File: src/rtl/id_stage_hz.sv
// MIPS instruction-decode stage: control decode, register file with optional
// write-back bypass, load-use stall with bubble insertion, branch flush and a
// saturating stall counter, all feeding the ID/EX pipeline register.
module id_stage_hz #(
    parameter int DATA_W     = 32,
    parameter int REG_ADDR_W = 5,
    parameter int WB_BYPASS  = 1
) (
    input  logic                  clk,
    input  logic                  rst,
    input  logic [31:0]           if_id_instr,
    input  logic [DATA_W-1:0]     if_id_npc,
    input  logic                  if_id_valid,
    input  logic                  wb_regwrite,
    input  logic [REG_ADDR_W-1:0] wb_writereg,
    input  logic [DATA_W-1:0]     wb_writedata,
    input  logic                  ex_flush,
    output logic                  stall,
    output logic                  id_ex_valid,
    output logic [1:0]            id_ex_wb,
    output logic [2:0]            id_ex_m,
    output logic [3:0]            id_ex_ex,
    output logic [DATA_W-1:0]     id_ex_npc,
    output logic [DATA_W-1:0]     id_ex_reg1,
    output logic [DATA_W-1:0]     id_ex_reg2,
    output logic [DATA_W-1:0]     id_ex_sign_ext,
    output logic [REG_ADDR_W-1:0] id_ex_instr25_21,
    output logic [REG_ADDR_W-1:0] id_ex_instr20_16,
    output logic [REG_ADDR_W-1:0] id_ex_instr15_11,
    output logic [15:0]           stall_cnt
);

    localparam int DEPTH = 1 << REG_ADDR_W;

    typedef enum logic [5:0] {
        OP_RTYPE = 6'h00,
        OP_BEQ   = 6'h04,
        OP_ADDI  = 6'h08,
        OP_LW    = 6'h23,
        OP_SW    = 6'h2B
    } opcode_e;

    typedef struct packed {
        logic [1:0] wb;
        logic [2:0] m;
        logic [3:0] ex;
    } ctrl_t;

    logic [5:0]            opcode;
    logic [REG_ADDR_W-1:0] rs;
    logic [REG_ADDR_W-1:0] rt;
    logic [REG_ADDR_W-1:0] rd;
    ctrl_t                 ctrl;
    logic                  uses_rt;
    logic [DATA_W-1:0]     rs_val;
    logic [DATA_W-1:0]     rt_val;
    logic [DATA_W-1:0]     sign_ext;
    logic                  rs_hit;
    logic                  rt_hit;
    logic [15:0]           stall_cnt_q;
    logic [DATA_W-1:0]     regs [DEPTH];

    assign opcode   = if_id_instr[31:26];
    assign rs       = if_id_instr[21 +: REG_ADDR_W];
    assign rt       = if_id_instr[16 +: REG_ADDR_W];
    assign rd       = if_id_instr[11 +: REG_ADDR_W];
    assign sign_ext = {{(DATA_W-16){if_id_instr[15]}}, if_id_instr[15:0]};

    always_comb begin
        // NOTE: defaults first so every path assigns ctrl/uses_rt and no latch is inferred.
        ctrl    = '0;
        uses_rt = 1'b0;
        case (opcode_e'(opcode))
            OP_RTYPE: begin ctrl = {2'b10, 3'b000, 4'b1100}; uses_rt = 1'b1; end
            OP_LW:    begin ctrl = {2'b11, 3'b010, 4'b0001}; end
            OP_SW:    begin ctrl = {2'b00, 3'b001, 4'b0001}; uses_rt = 1'b1; end
            OP_BEQ:   begin ctrl = {2'b00, 3'b100, 4'b0010}; uses_rt = 1'b1; end
            OP_ADDI:  begin ctrl = {2'b10, 3'b000, 4'b0001}; end
            default:  ;
        endcase
    end

    // Entry 0 is hard-wired to zero; bypass never applies to it either.
    function automatic logic [DATA_W-1:0] read_port(input logic [REG_ADDR_W-1:0] addr);
        if (addr == '0)
            return '0;
        if ((WB_BYPASS != 0) && wb_regwrite && (wb_writereg == addr))
            return wb_writedata;
        return regs[addr];
    endfunction

    assign rs_val = read_port(rs);
    assign rt_val = read_port(rt);

    always_ff @(posedge clk or negedge rst) begin
        if (!rst) begin
            // NOTE: the register file is cleared by reset, which rules out mapping it to a RAM macro.
            for (int i = 0; i < DEPTH; i++)
                regs[i] <= '0;
        end else if (wb_regwrite && (wb_writereg != '0)) begin
            regs[wb_writereg] <= wb_writedata;
        end
    end

    // Load-use: the load in EX writes rt, which ID wants to read this cycle.
    assign rs_hit = (id_ex_instr20_16 == rs);
    assign rt_hit = uses_rt && (id_ex_instr20_16 == rt);
    assign stall  = if_id_valid && id_ex_valid && id_ex_m[1] &&
                    (id_ex_instr20_16 != '0) && !ex_flush && (rs_hit || rt_hit);

    always_ff @(posedge clk or negedge rst) begin
        if (!rst) begin
            id_ex_valid      <= 1'b0;
            id_ex_wb         <= '0;
            id_ex_m          <= '0;
            id_ex_ex         <= '0;
            id_ex_npc        <= '0;
            id_ex_reg1       <= '0;
            id_ex_reg2       <= '0;
            id_ex_sign_ext   <= '0;
            id_ex_instr25_21 <= '0;
            id_ex_instr20_16 <= '0;
            id_ex_instr15_11 <= '0;
        end else begin
            // NOTE: non-blocking so every pipeline register samples pre-edge values.
            id_ex_npc        <= if_id_npc;
            id_ex_reg1       <= rs_val;
            id_ex_reg2       <= rt_val;
            id_ex_sign_ext   <= sign_ext;
            id_ex_instr25_21 <= rs;
            id_ex_instr20_16 <= rt;
            id_ex_instr15_11 <= rd;
            if (ex_flush || stall || !if_id_valid) begin
                id_ex_valid <= 1'b0;
                id_ex_wb    <= '0;
                id_ex_m     <= '0;
                id_ex_ex    <= '0;
            end else begin
                id_ex_valid <= 1'b1;
                id_ex_wb    <= ctrl.wb;
                id_ex_m     <= ctrl.m;
                id_ex_ex    <= ctrl.ex;
            end
        end
    end

    always_ff @(posedge clk or negedge rst) begin
        if (!rst)
            stall_cnt_q <= '0;
        else if (stall && (stall_cnt_q != 16'hFFFF))
            stall_cnt_q <= stall_cnt_q + 16'd1;
    end

    assign stall_cnt = stall_cnt_q;

endmodule

File: config.mk
export PLATFORM = sky130hd
export DESIGN_NAME = id_stage_hz
export DESIGN_NICKNAME = d
export VERILOG_FILES = /design/src/rtl/id_stage_hz.sv
export SDC_FILE = /design/constraint.sdc
export NUM_CORES = 2
export LEC_CHECK = 0
export ABC_CLOCK_PERIOD_IN_PS = 4900
export CORE_ASPECT_RATIO = 0.8
export CORE_MARGIN = 10
export CORE_UTILIZATION = 55
export CTS_BUF_LIST = sky130_fd_sc_hd__clkbuf_4 sky130_fd_sc_hd__clkbuf_8
export CTS_CLUSTER_SIZE = 10
export DETAILED_ROUTE_END_ITERATION = 8
export HOLD_SLACK_MARGIN = 0.02
export PLACE_DENSITY = 0.74
export SLEW_MARGIN = 10
export SYNTH_ARGS = -nofsm -noshare
export SYNTH_HDL_FRONTEND = slang
export SYNTH_SLANG_ARGS = --single-unit
File: constraint.sdc
create_clock -name clk -period 4.9 [get_ports clk]
set_input_delay 0.98 -clock clk [delete_from_list [all_inputs] [get_ports clk]]
set_output_delay 0.98 -clock clk [all_outputs]
set_load 0.03 [all_outputs]
After elaboration in Yosys (flattened, before gate mapping)
Index checks and enable logic that the tools add are counted.
Widths: inputs -> output; s select.
{ "totals": {"register_bits": 1177, "inputBits": 106, "output_inout_bits": 170, "elab_cells": 112} }
{ "classes": {"addsub": 1, "n_lt_le_gt_ge": 4, "n_eq_ne": 9, "n_mux": 29, "bitwise": 3, "n_reduce_logical": 22} }
{ "ops": {"columns": ["operator", "count"], "rows": [
  ["$bwmux 1024", 1],
  ["$mux 32", 13],
  ["$bmux 32 s5", 2],
  ["$demux 32 s5", 1],
  ["$pmux 9 s5", 1],
  ["$eq 5x5->1", 4],
  ["$ge 6x6->1 const B", 3],
  ["$not 5->6", 3],
  ["$add 16x1->16 const B", 1],
  ["$ne 16x16->1 const B", 1],
  ["$eq 6x6->1 const B", 2],
  ["$logic_and 1x1->1", 11],
  ["$logic_not 5->1", 2],
  ["$reduce_bool 5->1", 2],
  ["$mux 1", 8],
  ["$eq 6x3->1 const B", 1],
  ["$eq 6x4->1 const B", 1],
  ["$logic_not 6->1", 1],
  ["$lt 6x1->1 const B", 1],
  ["$mux 4", 1],
  ["$logic_or 1x1->1", 3],
  ["$mux 3", 1],
  ["$reduce_or 3->1", 1],
  ["$logic_not 1->1", 2],
  ["$mux 2", 1]
]} }

Logic depth before layout (Yosys ltp)
{ "depth": {"word_depth": 9, "mapped_depth": 11, "depth_no_buf": 6} }

Least setup slack after synthesis
No wires, ideal clock.
{ "synth_path": {"kind": "input -> output", "startpoint": "input port if_id_instr[18]", "endpoint": "output port stall", "arrival_ns": 2.270, "setup_slack_ns": 1.650, "stages": 5, "path_buffers": 1, "path_cell_list": "buf_2 xor2_1 nor4_4 nand3_4 a21oi_1"} }
{ "synth_via": {"elab_chain_len": 4} }
{ "synth_lines": {"columns": ["element", "line", "rtl"], "rows": [
  ["start, declared", "11", "input logic [31:0] if_id_instr,"],
  ["$eq 5x5->1", "107", "assign rt_hit = uses_rt && (id_ex_instr20_16 == rt);"],
  ["$logic_and 1x1->1", "107", null],
  ["$logic_or 1x1->1", "109", "(id_ex_instr20_16 != '0) && !ex_flush && (rs_hit || rt_hit);"],
  ["$logic_and 1x1->1", "109", null],
  ["end, declared", "18", "output logic stall,"]
]} }
Every way passes these cells.

Worst setup path after layout
{ "layout_path": {"startpoint": "input port if_id_instr[19]", "endpoint": "output port stall"} }
Same word-level chain as after synthesis.

==> results_dict.tcl <==
set metrics [dict create \
    start_util 0.556 \
    grt_pass1_wl_mm 282 \
    critPathMaxFanout 13 \
    ys.flop_type "dfrtp_1" \
    syn_avg_cell_area_um2 14.6 \
    core-area_um2 107000 \
    vias 40200 \
    powerDensity_nw_per_um2 401 \
    critPathKind "input port to output port" \
    dieArea_um2 122000 \
    min_period_ns 3.82 \
    setup_viol_count_final 0 \
    synth-seq-cells 1169 \
    gp_congestion 0.867 \
    period_share 0.780 \
    hold_class "input port to asynchronous set/reset pin" \
    postSynthCellCount 4067 \
    n_fill_cell 7999 \
    setup_tns_ns 0 \
    layout_common_cells "dfrtp_1, mux2_2, mux4_2" \
    fin_area_um2 67500 \
    nets 4322 \
    place_hpwl_mm 116 \
    fin_util 0.631 \
    routed_wl_mm 191 \
    relSlewSlack 0.115 \
    async_flop_share 1.00 \
    grt_max_degree 139 \
    routed_via_density 6.96 \
    drt_iter0_drc 4832 \
    cts_htree_levels 4 \
    die_x_um 388 \
    cts_tree "built" \
    power.leakage_nw 29.3 \
    post_cts_resized 0 \
    ys_types 74 \
    final_hold_viol_count 0 \
    syn2layout_area_growth_pct 13.5 \
    cts.sinks 1169 \
    grt_use_total 0.311 \
    dieHeight_um 314 \
    drive_gt1_frac 0.448 \
    io_pins 276 \
    clkLatencyLatePin_ns 0.95 \
    max-cap-violations 0 \
    synth_edf_count 0 \
    placed_area_um2 63600 \
    final_common_cell "dfrtp_1" \
    wl_per_cell_um 33.1 \
    rsz0062_at_grt "false" \
    arrival_ns 2.84 \
    slew_violations 0 \
    num_rows 107 \
    endpoint_kind "output port" \
    max_slew.worst_pin.slew_ns 1.32 \
    antenna_found_initial 12 \
    crit_chain "clkdlybuf4s50_1 -> buf_4 -> xor2_1 -> nor2_1 -> nand3_4 -> a21oi_1 -> buf_4" \
    cts_setup_buffers 0 \
    outcome "complete, no violations" \
    overflow 0 \
    clk_path_buf_depth 3 \
    drc_errors 0 \
    grt_pass1_vias 40200 \
    cts_buffers 186 \
    yosysSeqAreaShare 0.492 \
    skew_ns 0.0483 \
    total_power_mw 27.0 \
    worst_setup_path_start_kind "input port" \
    root_buffer "clkbuf_8" \
    critPathMaxStageDelay_ns 0.63 \
    crit_top_cell "buf_4" \
    yosys_warnings 0 \
    max_freq_mhz 262 \
    ant_nets 0 \
    portBuffers 275 \
    whs_ns 0.0843 \
    slowest_stage "clkdlybuf4s50_1" \
    drt_first_pass_iters 6 \
    synth_area_um2 59500 \
    ir_drop_mv 0.348 \
    clk_pin_slew_worst_paths_ns 0.06 \
    required_ns 3.92 \
    ctsHoldBuffers 0 \
    synth_fp_nets 4174 \
]
## path summary, 6_finish.rpt
check                                     from             endpoint  slack, ns  cells after the start
max                            if_id_instr[19]                stall       1.08                      7
min                                        rst    id_ex_sign_ext[4]       0.08                      1
max reg2reg                id_ex_instr20_16[1]         stall_cnt[1]       2.51                      5
min reg2reg                         regs[1020]           regs[1020]       0.39                      0
max in group asynchronous                  rst       id_ex_reg1[22]       3.50                      2
min in group clk               if_id_instr[25]  id_ex_instr25_21[4]       0.35                      1
## cell type report
| cell class | count | area, um^2 | share of cell area |
|---|---|---|---|
| well taps | 1417 | 1770 | 0.0263 |
| clock inverters | 22 | 183 | 0.00271 |
| flip-flops and latches | 1169 | 29300 | 0.433 |
| multi-input cells | 2429 | 28100 | 0.417 |
| clock buffers | 303 | 3700 | 0.0548 |
| diodes | 6 | 15.0 | 0.000222 |
| repair buffers | 427 | 4430 | 0.0657 |
| inverters | 2 | 8.76 | 0.000130 |
## Yosys cell counts (all sizes together) (12+ instances only)
library cell	instances	area, um^2
dfrtp	1169	29300
mux2	993	11200
mux4	406	9190
mux2i	238	2380
clkbuf	237	895
buf	230	1450
nand2	130	488
a22oi	74	556
nand3	60	328
nor2	57	216
a221oi	48	427
a21oi	46	230
o21ai	41	209
a211oi	36	283
a32o	27	270
nor3	27	135
o221ai	27	236
o22ai	23	144
xnor2	23	201
a22o	19	166
nand4	19	119
a221o	17	170
xor2	12	105
## worst max-delay path, delay by kind of cell
kind / cells / cell delay [ns]
buf+inv: 3 / 1.19
compound gates: 1 / 0.20
xor+xnor: 1 / 0.13
simple gates: 2 / 0.34
## metal layers
layer | GRT usage | share of wire | vias to the layer above
met2 | 0.441 | 0.43 | 2466
met3 | 0.110 | 0.12 | 498
li1 | - | - | 15900
met1 | 0.440 | 0.41 | 21300
met5 | 0 | 0.00046 | -
met4 | 0.118 | 0.037 | 12
## kinds of logic (layout without fill, tap and decap cells)
family,Yosys count,in the layout,share of synthesized area
multiplexers,1637,1637,0.382
flip-flops,1169,1169,0.492
buffers and inverters,469,754,0.0395
AO/OA/AOI/OAI,410,410,0.0529
AND/OR/NAND/NOR,346,346,0.0281
XOR/XNOR,35,35,0.00515
adder cells (fa/ha/maj),1,1,0.000210
other,0,6,0
## through the flow
| stage | instances | worst slack, ns |
|---|---|---|
| floorplan | 4067 | 1.65 |
| detailed placement | 5444 | 0.967 |
| finish | 5775 | 1.08 |
| global placement | 5444 | 1.02 |
| CTS | 5769 | 1.11 |
| global route | 5772 | 0.996 |
## sequential cells by signal, indices dropped and copies added, names as in the netlist
| name | flops |
|---|---|
| id_ex_reg2 | 32 |
| stall_cnt | 16 |
| id_ex_wb | 1 |
| id_ex_reg1 | 32 |
| id_ex_ex | 3 |
| id_ex_m | 2 |
| id_ex_valid | 1 |
| id_ex_npc | 32 |
| id_ex_sign_ext | 11 |
| id_ex_instr20_16 | 5 |
| id_ex_instr15_11 | 5 |
| id_ex_instr25_21 | 5 |
| regs | 1024 |
## power breakdown
part / internal [mW] / switching [mW]
clock: 4.81 / 4.06
combinational: 3.11 / 2.41
sequential: 11.4 / 1.28
total: 19.3 / 7.76
Power figures use the tool's default switching activity.
